### config.mk
export PLATFORM = sky130hd
export DESIGN_NAME = weight_load_ctrl
export DESIGN_NICKNAME = d
export VERILOG_FILES = /design/src/rtl/tpu_pkg.sv /design/src/rtl/weight_load_ctrl_stagger_mask.sv /design/src/rtl/weight_load_ctrl.sv
export SDC_FILE = /design/constraint.sdc
export NUM_CORES = 1
export LEC_CHECK = 0
export ABC_CLOCK_PERIOD_IN_PS = 3100
export BUFFER_PORTS_ARGS = -buffer_cell sky130_fd_sc_hd__buf_2
export CELL_PAD_IN_SITES_DETAIL_PLACEMENT = 0
export CELL_PAD_IN_SITES_GLOBAL_PLACEMENT = 1
export CORE_ASPECT_RATIO = 1.2
export CORE_MARGIN = 1
export CORE_UTILIZATION = 29
export CTS_CLUSTER_DIAMETER = 100
export DETAILED_ROUTE_END_ITERATION = 12
export PLACE_DENSITY = 0.87
export REMOVE_ABC_BUFFERS = 1
export SLEW_MARGIN = 25
export SYNTH_ARGS = -nofsm -noshare
export SYNTH_HDL_FRONTEND = slang
export SYNTH_SLANG_ARGS = --single-unit
### constraint.sdc
create_clock -name clk -period 3.1 [get_ports clk]
set_clock_uncertainty 0.15 [all_clocks]
set_input_delay 0.62 -clock clk [delete_from_list [all_inputs] [get_ports clk]]
set_output_delay 0.62 -clock clk [all_outputs]
set_load 0.02 [all_outputs]
### src/rtl/tpu_pkg.sv
// tpu_pkg: shared sizes and state encoding for the weight path (memArr, weightFifo, load controller)
package tpu_pkg;
  localparam int WIDTH_HEIGHT = 16;
  localparam int FIFO_DEPTH = 16;
  localparam int ADDR_W = 8;
  typedef enum logic [1:0] {IDLE, LOAD, DRAIN} state_e;
endpackage

### src/rtl/weight_load_ctrl_stagger_mask.sv
// stagger_mask: per-lane enable window, lane c active while c <= cnt < c+FIFO_DEPTH
//   cnt  in   cycle index within the drain phase (0-based)
//   mask out  one enable bit per lane
module stagger_mask #(
  parameter int WIDTH_HEIGHT = 16,
  parameter int FIFO_DEPTH = 16,
  parameter int CNT_W = 6
) (
  input  logic [CNT_W-1:0]        cnt,
  output logic [WIDTH_HEIGHT-1:0] mask
);
  always_comb begin
    mask = '0;
    for (int c = 0; c < WIDTH_HEIGHT; c++)
      mask[c] = int'(cnt) >= c && int'(cnt) < c + FIFO_DEPTH;
  end
endmodule

### src/rtl/weight_load_ctrl.sv
// weight_load_ctrl: sequences memArr -> weightFifo loads and staggered weightFifo drains
//   load_start/load_base  begin LOAD of FIFO_DEPTH rows from load_base (IDLE only)
//   drain_start           begin DRAIN with one-cycle-per-column skew (IDLE only)
//   mem_rd_en/mem_rd_addr memArr read controls, same row on every lane
//   fifo_en/fifo_src_mem  weightFifo shift enables and input select (1: memArr data, 0: zero)
//   busy/load_done/drain_done status; all outputs registered, zero after reset
module weight_load_ctrl #(
  parameter int WIDTH_HEIGHT = tpu_pkg::WIDTH_HEIGHT,
  parameter int FIFO_DEPTH = tpu_pkg::FIFO_DEPTH,
  parameter int ADDR_W = tpu_pkg::ADDR_W
) (
  input  logic                           clk,
  input  logic                           reset,
  input  logic                           load_start,
  input  logic [ADDR_W-1:0]              load_base,
  input  logic                           drain_start,
  output logic [WIDTH_HEIGHT-1:0]        mem_rd_en,
  output logic [WIDTH_HEIGHT*ADDR_W-1:0] mem_rd_addr,
  output logic [WIDTH_HEIGHT-1:0]        fifo_en,
  output logic                           fifo_src_mem,
  output logic                           busy,
  output logic                           load_done,
  output logic                           drain_done
);
  import tpu_pkg::*;
  localparam int CW = $clog2(WIDTH_HEIGHT + FIFO_DEPTH) + 1;
  localparam logic [CW-1:0] LOAD_LAST = CW'(FIFO_DEPTH);
  localparam logic [CW-1:0] DRAIN_LAST = CW'(WIDTH_HEIGHT + FIFO_DEPTH - 2);
  state_e state_q, state_d;
  logic [CW-1:0] cnt_q, cnt_d;
  logic [ADDR_W-1:0] base_q, base_d, addr_q, addr_d;
  logic [WIDTH_HEIGHT-1:0] mem_rd_en_q, mem_rd_en_d, fifo_en_q, fifo_en_d, mask;
  logic fifo_src_mem_q, fifo_src_mem_d, busy_q, busy_d;
  logic load_done_q, load_done_d, drain_done_q, drain_done_d, rd_on;
  // Outputs are derived from the next state so they line up with the cycle that state is entered.
  stagger_mask #(.WIDTH_HEIGHT(WIDTH_HEIGHT), .FIFO_DEPTH(FIFO_DEPTH), .CNT_W(CW)) u_mask (
    .cnt (cnt_d),
    .mask(mask)
  );
  always_comb begin
    state_d = state_q;
    cnt_d = cnt_q + 1'b1;
    base_d = base_q;
    if (state_q == IDLE) begin
      cnt_d = '0;
      if (load_start) begin
        state_d = LOAD;
        base_d = load_base;
      end else if (drain_start) state_d = DRAIN;
    end else if ((state_q == LOAD && cnt_q == LOAD_LAST) || (state_q == DRAIN && cnt_q == DRAIN_LAST)) begin
      state_d = IDLE;
      cnt_d = '0;
    end
    rd_on = state_d == LOAD && cnt_d < LOAD_LAST;
    mem_rd_en_d = {WIDTH_HEIGHT{rd_on}};
    addr_d = rd_on ? base_d + ADDR_W'(cnt_d) : addr_q;
    // Load pushes lag reads by one cycle to cover memArr read latency.
    fifo_en_d = state_d == LOAD ? {WIDTH_HEIGHT{cnt_d != '0}} : state_d == DRAIN ? mask : '0;
    fifo_src_mem_d = state_d == LOAD && cnt_d != '0;
    busy_d = state_d != IDLE;
    load_done_d = state_d == LOAD && cnt_d == LOAD_LAST;
    drain_done_d = state_d == DRAIN && cnt_d == DRAIN_LAST;
  end
  always_ff @(posedge clk) begin
    if (reset) begin
      state_q <= IDLE;
      cnt_q <= '0;
      base_q <= '0;
      addr_q <= '0;
      mem_rd_en_q <= '0;
      fifo_en_q <= '0;
      fifo_src_mem_q <= 1'b0;
      busy_q <= 1'b0;
      load_done_q <= 1'b0;
      drain_done_q <= 1'b0;
    end else begin
      state_q <= state_d;
      cnt_q <= cnt_d;
      base_q <= base_d;
      addr_q <= addr_d;
      mem_rd_en_q <= mem_rd_en_d;
      fifo_en_q <= fifo_en_d;
      fifo_src_mem_q <= fifo_src_mem_d;
      busy_q <= busy_d;
      load_done_q <= load_done_d;
      drain_done_q <= drain_done_d;
    end
  end
  assign mem_rd_en = mem_rd_en_q;
  assign mem_rd_addr = {WIDTH_HEIGHT{addr_q}};
  assign fifo_en = fifo_en_q;
  assign fifo_src_mem = fifo_src_mem_q;
  assign busy = busy_q;
  assign load_done = load_done_q;
  assign drain_done = drain_done_q;
endmodule

* Word-level counts from Yosys, hierarchy flattened
Index checks and enable logic that the tools add are counted.
** Word-level totals
- Register bits after elaboration :: 45
- Input bits :: 12
- Output and inout bits :: 164
- Word-level logic and storage cells :: 87
** Cells by class
- Add/subtract/negate cells :: 2
- Magnitude comparators :: 32
- Eq/ne operators :: 8
- Mux-type cells :: 10
- Reductions and logical operators :: 25
** Operators by type and width (number)
- < comparator 6 x 5 -> 1 bit, second input constant :: 17
- greater-or-equal comparator 6 x 4 -> 1 bit, second input constant :: 8
- 2-to-1 mux 16 bit :: 2
- == test 6 x 5 -> 1 bit, second input constant :: 4
- greater-or-equal comparator 6 x 3 -> 1 bit, second input constant :: 4
- logical AND 1 bit :: 21
- 2-to-1 mux 8 bit :: 2
- greater-or-equal comparator 6 x 2 -> 1 bit, second input constant :: 2
- 2-to-1 mux 6 bit :: 2
- adder 8 x 6 -> 8 bit :: 1
- 2-to-1 mux 2 bit :: 4
- adder 6 x 1 -> 6 bit, second input constant :: 1
- greater-or-equal comparator 6 x 1 -> 1 bit, second input constant :: 1
- nonzero test 6 bit :: 1
- == test 2 x 1 -> 1 bit, second input constant :: 2
- == test 2 bit, second input constant :: 2
- logical NOT 2 bit :: 1
- nonzero test 2 bit :: 1
- logical OR 1 bit :: 1

* Longest topological paths before layout
Gate-level depths: netlist (run 1).
- Word-level depth :: 9
- Gate-level depth with buffers :: 15
- Gate-level depth less buffers :: 15

* Cells and area by module
A second synthesis (run 1) with hierarchy kept.
** Unflattened totals
- Cells, all modules :: 408
- Area total of the unflattened synthesis :: 3420.8 um^2
** By module, submodules not included
- weight_load_ctrl :: times used 1, cells each 355, area each 3066.7 um^2, seq. area each 900.9 um^2
- stagger_mask :: times used 1, cells each 53, area each 354.1 um^2, seq. area each 0.0 um^2

* Worst setup path before layout (run 1)
No wires, ideal clock.
- Path type :: reg2reg
- From :: register cnt_q[0]
- To :: register addr_q[5]
- Setup time :: 122 ps
- Data arrival time :: 3012 ps
- Required time :: 2828 ps
- Path slack :: -184 ps
- Stages on the path, launching flop included :: 14
- Path buffers :: 1
- Period minus slack after synthesis :: 3284 ps
- Cell sequence :: dfxtp_1 > inv_1 > ha_1 > or4b_4 > o21a_4 > o21ai_4 > inv_4 > buf_2 > ha_1 > a21oi_1 > o32ai_1 > a31oi_1 > nor4_1 > a221o_1
** On the way
- Word-level cells in the longest chain between the ends :: 7
- Elaborated cells on any way between the ends :: 14
- Those cells by class :: add/sub: 2; order compare: 1; eq/ne: 3; mux: 4; reduce/logical: 4
** Ends and longest elaborated chain
- start, declared :: RTL line weight_load_ctrl.sv:30 : logic [CW-1:0] cnt_q, cnt_d;
- start signal, assigned :: RTL line weight_load_ctrl.sv:78 : cnt_q <= cnt_d;
- branches (longest 3 deep; another with adder 6 x 1 -> 6 bit)
- 2-to-1 mux 6 bit (*) :: RTL line weight_load_ctrl.sv:50 : end else if ((state_q == LOAD && cnt_q == LOAD_LAST) || (state_q == DRAIN && cnt_q == DRAIN_LAST)) begin
- 2-to-1 mux 6 bit (*) :: RTL line weight_load_ctrl.sv:44 : if (state_q == IDLE) begin
- named net cnt_d[2] :: RTL line weight_load_ctrl.sv:30
- branches (longest 2 deep; another with adder 8 x 6 -> 8 bit)
- end signal, assigned :: RTL line weight_load_ctrl.sv:80 : addr_q <= addr_d;
- end, declared :: RTL line weight_load_ctrl.sv:31 : logic [ADDR_W-1:0] base_q, base_d, addr_q, addr_d;
Mark *: on every way through the listed nets, which the timed path passes.
A chain may end at the register's enable or synchronous reset.

* Worst setup path in the final report (run 1)
Ends and elaborated chain as after synthesis.

==> reports/qor.yml, run 1 <==
final_layout:
  multi_input_area_sq_mm: 0.00147
  diodes: 0
  seq_area_sq_um: 902
  drive_gt1_share_pct: 52.7
  fillerInstances: 1194
  syn2layout_area_growth_pct: 14.5
  final_area_sq_mm: 0.00388
  nNetsFinal: 497
sta:
  hold_violations: 0
  fin_crit_sh_pct: 96.4
  slew_viol_final: 0
  fmax_mhz: 335
  slew_headroom_pct: 43.2
  tightest_slew_ns: 0.846
  post-route-min-period_ns: 2.99
  final.setup.tns_ns: 0
  timing.hold.ws_ns: 0.417
  setup_violations: 0
synthesis:
  syn_inst: 407
  syn_area_sq_mm: 0.00339
  ys_top_cells_by_area: "buf_4 30%, dfxtp_1 27%, nor2_1 3.4%, nand2_1 3.2%, ha_1 3.0%"
  synthTopCellsByCount: "137 x buf_4, 45 x dfxtp_1, 31 x nor2_1, 29 x nand2_1, 11 x o21ai_0"
  yosysSeqAreaShare_pct: 26.6
  synth_most_common_cell: "buf_4"
  ys.warnings.count: 0
  syn_area_per_cell_sq_um: 8.32
  synth.distinct_cells: 60
  ys_seq_elements: 45
  async_flop_share_pct: 0
  ys.flop_type: "dfxtp_1"
  synth_edf_count: 0
  yosys.area.top_type: "buf_4"
  synth_top_area_share_pct: 30.4
worst_setup_path:
  worstPathRequired_ns: 3.12
  criticalPathCategory: "register to register"
  path_cells: "inv_2 -> ha_2 -> or4b_4 -> o21a_4 -> nor2_4 -> nor2_1 -> ha_2 -> a21o_1 -> a21oi_4 -> o32ai_2 -> a31oi_1 -> nor4_1 -> a221o_1"
  worst_ep_arrival_time_ns: 3.01
  r2r_start: "cnt_q[0]"
  critPathLaunchType: "register"
  path_max_fanout: 4
  endpoint_kind: "register"
  cpMostUsedCell: "ha_2"
  crit_slowest_cell: "or4b_4"
  setup.worst_path.start: "cnt_q[0]"
  crit_path_max_incr_delay_ns: 0.49
global_route:
  gr-total-overflow: 0
  grt_antenna_before_repair: 0
  grt_max_degree: 28
  grt_pass1_wl_um: 11900
  grtUsageTotal_pct: 12.4
  grt_pass1_vias: 2348
flow_run:
  cap_viol_max_count: 0
clock_tree:
  cts.clk_slew.worst_paths_ns: 0.06
  clockBufferDepth: 2
  cts_tree: "done"
  holdBufCountCts: 0
  cts_buffers: 5
  clk_latency_ns: 0.28
  h-tree-depth: 2
  cts_root_buffer: "clkbuf_16"
  clkSinkCount: 45
placed_design:
  placed_cell_area_sq_mm: 0.00359
  hpwlAfterDp_um: 6160
  io_buffers: 175
  gp_congestion: 0.925
die:
  ios: 176
  die_x_um: 101
  start_util_pct: 30.2
  die_h_um: 120
  dieArea_sq_mm: 0.0121
  row_count: 42
  core_area_sq_mm: 0.0112
drt:
  post_drt_wl_per_cell_um: 12.8
  vias: 2770
  drt_iter0_markers: 107
  vias_per_cell: 4.40
  drc: 0
  antenna_left: 0
  finalWirelength_um: 8050
  drt_pass1_iterations: 4
pwr:
  power.switching_uw: 699
  p_sw_share_pct: 37.5
  ir_worst_vdd_mv: 0.322
  p_leak_uw: 0.00206
  powerDensity_mw_per_mm2: 481
  combPwrFrac_pct: 36.5
  power_frac_seq_pct: 35.6
  intPower_uw: 1170
  clkPwrFrac_pct: 27.8
outcome:
  outcome: "complete, no violations"
min_path:
  min_path_type: "register to register"
  hp-start: "cnt_q[0]"
placed cells by master (no fill, tap or decap), types with 7 or more instances in the layout:
| master | synthesis | final |
|---|---|---|
| o21ai_0 | 11 | 10 |
| mux2i_1 | 7 | 7 |
| nand3_1 | 8 | 8 |
| nor2_1 | 31 | 29 |
| inv_1 | 10 | 7 |
| nor3_1 | 7 | 7 |
| buf_4 | 137 | 34 |
| nand2_1 | 29 | 27 |
| buf_2 | 3 | 175 |
| dfxtp_1 | 45 | 44 |
| xnor2_1 | 8 | 8 |
power groups by stage:
stage          sequential, uW  clock [uW]  combinational [uW]
3_5_place_dp              678           0                 657
2_1_floorplan             930           0                 140
5_1_grt                   675         557                 727
4_1_cts                   666         535                 659
6_report                  665         519                 682
3_3_place_gp              674           0                 658
worst max-delay path: cells and delay by family, from the launching register on:
family,cells,cell delay [ns]
and+or+nand+nor,4,0.71
AOI/OAI and AO/OA,6,1.32
buffers and inverters,1,0.05
DFF,1,0.32
adders and majority gates,2,0.32
final cells by class:
type / count / area share, %
clock buffer: 7 / 3.68
inverter: 11 / 1.13
multi-input combinational: 204 / 37.8
sequential: 45 / 23.3
tap: 154 / 4.97
timing repair buffer: 209 / 29.2
repair_timing:
item                                    in CTS  in global routing
setup buffers                                0                  5
pin swaps                                    0                 16
endpoints found under the setup margin       2                  4
gates resized for setup                      2                 22
cells by family after synthesis:
kind of cell,Yosys count,share of synthesized area [%]
AOI/OAI and AO/OA,66,14.9
adders and majority gates,9,3.55
buffers and inverters,158,33.3
DFF,45,26.6
xor gates and xnor gates,12,3.10
and+or+nand+nor,109,16.1
muxes,8,2.40
final timing paths:
kind | end | slack (ns) | cells after the start
max | addr_q[5] | 0.11 | 13
max reg2reg | addr_q[5] | 0.11 | 13
min | cnt_q[0] | 0.42 | 2
min reg2reg | cnt_q[0] | 0.42 | 2
sequential cells by signal (all words and copies together) (netlist names):
register,count
fifo_en,16
base_q,8
state_q,2
busy,1
mem_rd_en,1
addr_q,8
drain_done,1
load_done,1
cnt_q,6
fifo_src_mem,1
stage by stage:
step / power, uW / std cells / util (%) / setup WS [ns]
global placement: 1330 / 618 / 32.0 / 0.0289
detailed placement: 1330 / 618 / 32.0 / -0.0295
CTS: 1860 / 625 / 33.4 / 0.00471
global route: 1960 / 630 / 34.6 / -0.0228
floorplan: 1070 / 260 / - / -0.145
finish: 1870 / 630 / 34.6 / 0.111
per-layer routing:
metal	wire length, um	share of wire, %	GRT usage (%)
met1	3630	45	16.6
met2	3790	47	20.2
met3	530	6.6	2.37
met4	99	1.2	3.26
met5	0	0	0
No activity file was read; power rests on OpenSTA's default activity.
==> run 2: changes to the inputs <==
ABC_AREA = 1   (was not set)
CORE_UTILIZATION = 28   (was 29)
GPL_TIMING_DRIVEN = 1   (was not set)
==> run 2 against run 1 <==
Synthesized cell count up 11%. Worst hold slack better by 0.012 ns. Count of clock-buffer cells in the layout down 1. Fmax up 8.0%. Routed wire length down 14%. Final area down 7.7%. Global-route usage down 1.8 points. Sequential share of layout area up 1.9 points. Combinational power up 30%. Flip-flop and latch count unchanged. Clock power up 17%. Final cell count up 4.3%. Critical endpoint unchanged. Largest power group unchanged.
==> reports/qor.yml, run 2 <==
drt:
  drc: 0  # unchanged
  finalWirelength_um: 6890  # -14%
  vias: 2619  # -5.5%
  vias_per_cell: 3.99  # -9.3%
  drt_iter0_markers: 90  # -16%
  drt_pass1_iterations: 4  # unchanged
  antenna_left: 0  # unchanged
  post_drt_wl_per_cell_um: 10.5  # -18%
placed_design:
  io_buffers: 175  # unchanged
  dp_slack_ns: 0.202  # +0.231 ns
  hpwlAfterDp_um: 5520  # -10%
  place_inst: 649  # +5.0%
  placed_cell_area_sq_mm: 0.00341  # -4.9%
  gp_congestion: 0.882  # -4.7%
sta:
  fmax_mhz: 361  # +8.0%
  hold_violations: 0  # unchanged
  layout_setup_ws_ns: 0.331  # +0.221 ns
  slew_headroom_pct: 70.6  # +27 points
  slew_viol_final: 0  # unchanged
  rsz0062_at_grt: "no"
  setup_violations: 0  # unchanged
  fin_crit_sh_pct: 89.3  # -7.1 points
  tightest_slew_ns: 0.440  # -0.406 ns
  post-route-min-period_ns: 2.77  # -0.221 ns
worst_setup_path:
  worst_ep_arrival_time_ns: 2.81  # -0.20 ns
  worstPathRequired_ns: 3.14  # +0.02 ns
  criticalPathCategory: "register to register"
  reg2reg_depth: 16  # +3
  path_max_fanout: 9  # +5
  critPathLaunchType: "register"
  endpoint_kind: "register"
synthesis:
  syn_area_per_cell_sq_um: 7.45  # -10%
  yosys.area.top_type: "buf_4"
  synthTopCellsByCount: "135 x buf_4, 51 x nand2_1, 45 x dfxtp_1, 45 x nor2_1, 37 x inv_1"
  synth_edf_count: 0  # unchanged
  ys.warnings.count: 0  # unchanged
  syn_area_sq_mm: 0.00337  # -0.33%
  async_flop_share_pct: 0  # unchanged
  synth_most_common_cell: "buf_4"
  ys_top_cells_by_area: "buf_4 30%, dfxtp_1 27%, nand2_1 5.7%, nor2_1 5.0%, inv_1 4.1%"
  ys.flop_type: "dfxtp_1"
  synth_top_area_share_pct: 30.0  # -0.34 points
  yosysSeqAreaShare_pct: 26.7  # +0.089 points
  synth.distinct_cells: 36  # -40%
  syn_inst: 453  # +11%
  ys_seq_elements: 45  # unchanged
flow_run:
  cap_viol_max_count: 0  # unchanged
die:
  dieArea_sq_mm: 0.0125  # +3.2%
  die_h_um: 122  # +1.6%
  core_area_sq_mm: 0.0117  # +4.3%
  ios: 176  # unchanged
  row_count: 43  # +2.4%
  start_util_pct: 28.9  # -1.3 points
  die_x_um: 102  # +1.6%
clock_tree:
  cts_resized: 0  # -2
  clkSinkCount: 45  # unchanged
  cts.clk_slew.worst_paths_ns: 0.06  # about the same
  postCtsSetupBuffers: 0  # unchanged
  clk_latency_ns: 0.29  # about the same
  cts_tree: "done"
  holdBufCountCts: 0  # unchanged
  cts_root_buffer: "clkbuf_16"
  h-tree-depth: 2  # unchanged
  clockBufferDepth: 2  # unchanged
  cts_buffers: 5  # unchanged
global_route:
  grt_pass1_vias: 2082  # -11%
  grtUsageTotal_pct: 10.6  # -1.8 points
  gr-total-overflow: 0  # unchanged
  grt_pass1_wl_um: 10300  # -13%
  grt_max_degree: 23  # -18%
  grt_antenna_before_repair: 0  # unchanged
final_layout:
  drive_gt1_share_pct: 47.8  # -4.9 points
  final_area_sq_mm: 0.00358  # -7.7%
  largest_register_ffs: 16  # unchanged
  layout_commonest_cell: "buf_2"
  nNetsFinal: 520  # +4.6%
  diodes: 0  # unchanged
  syn2layout_area_growth_pct: 6.04
  post-route-util_pct: 30.7  # -4.0 points
  fin_cells: 657  # +4.3%
  layout_common_cells: "175 x buf_2, 51 x nand2_1, 45 x nor2_1, 45 x dfxtp_1, 37 x inv_1"
pwr:
  ir_worst_vdd_mv: 0.279  # -13%
  powerDensity_mw_per_mm2: 610  # +27%
  p_leak_uw: 0.00209  # +1.4%
min_path:
  holdPathStages: 4  # +2
  min_path_type: "register to register"
outcome:
  outcome: "complete, no violations"
run 2: cell count changes after synthesis, sizes merged, moves of 7 or more:
cell	before	now
inv	11	48
nand2	30	62
nor2	31	54
nand3	9	28
o21ai	18	29
xnor2	8	0
buf	144	137
mux2i	7	0
run 2: metal layers:
layer	track usage [%]	part of all wire [%]	vias to the layer above
met2	17.8	47	106
met5	0	0	-
met3	2.68	6.4	7
met4	2.05	0.75	0
met1	13.7	45	1133
li1	-	-	1373
run 2: final timing paths:
check              endpoint       start  slack [ns]
setup / recovery  addr_q[5]  state_q[0]        0.33
hold / removal    base_q[3]   base_q[3]        0.43
setup reg to reg  addr_q[5]  state_q[0]        0.33
hold reg to reg   base_q[3]   base_q[3]        0.43
run 2: cell families (layout without fill, tap and decap cells):
group                    after synthesis  after routing  share of synthesized area [%]
AO/OA/AOI/OAI                         49             49                           8.86
XOR/XNOR                               3              3                          0.779
adder cells (fa/ha/maj)                9              9                           3.56
buffers and inverters                188            235                           37.1
flip-flops                            45             45                           26.7
AND/OR/NAND/NOR                      159            159                           23.0
run 2: critical path, stage by stage, from the launching register on:
cell     delay (ns)
dfxtp_1        0.46
nor2_2         0.11
nand2_2        0.17
inv_2          0.10
or2_2          0.28
o21ai_0        0.11
inv_1          0.07
ha_1           0.33
a21oi_1        0.13
and2_0         0.16
inv_1          0.06
nand3_1        0.10
nor2_1         0.06
o21ai_0        0.20
nand3_2        0.08
nand2_1        0.06
inv_1          0.03
run 2: layout make-up:
type / instances / area, sq um
Clock buffer: 6 / 129
Clock inverter: 2 / 38.8
Fill cell: 1291 / 8100
Inverter: 48 / 185
Multi-Input combinational cell: 220 / 1220
Sequential cell: 45 / 901
Tap cell: 157 / 196
Timing Repair Buffer: 179 / 906
run 2: power by group:
| group | internal, uW | switching [uW] |
|---|---|---|
| sequential | 627 | 65.9 |
| combinational | 274 | 612 |
| clock | 382 | 223 |
| total | 1280 | 901 |
run 2: stage by stage:
step / TNS (ns) / hold WS [ns] / power, uW
floorplan: -2.24 / 0.333 / 1270
global placement: 0 / 0.435 / 1600
detailed placement: 0 / 0.431 / 1600
CTS: 0 / 0.443 / 2210
global route: 0 / 0.484 / 2330
finish: 0 / 0.429 / 2180
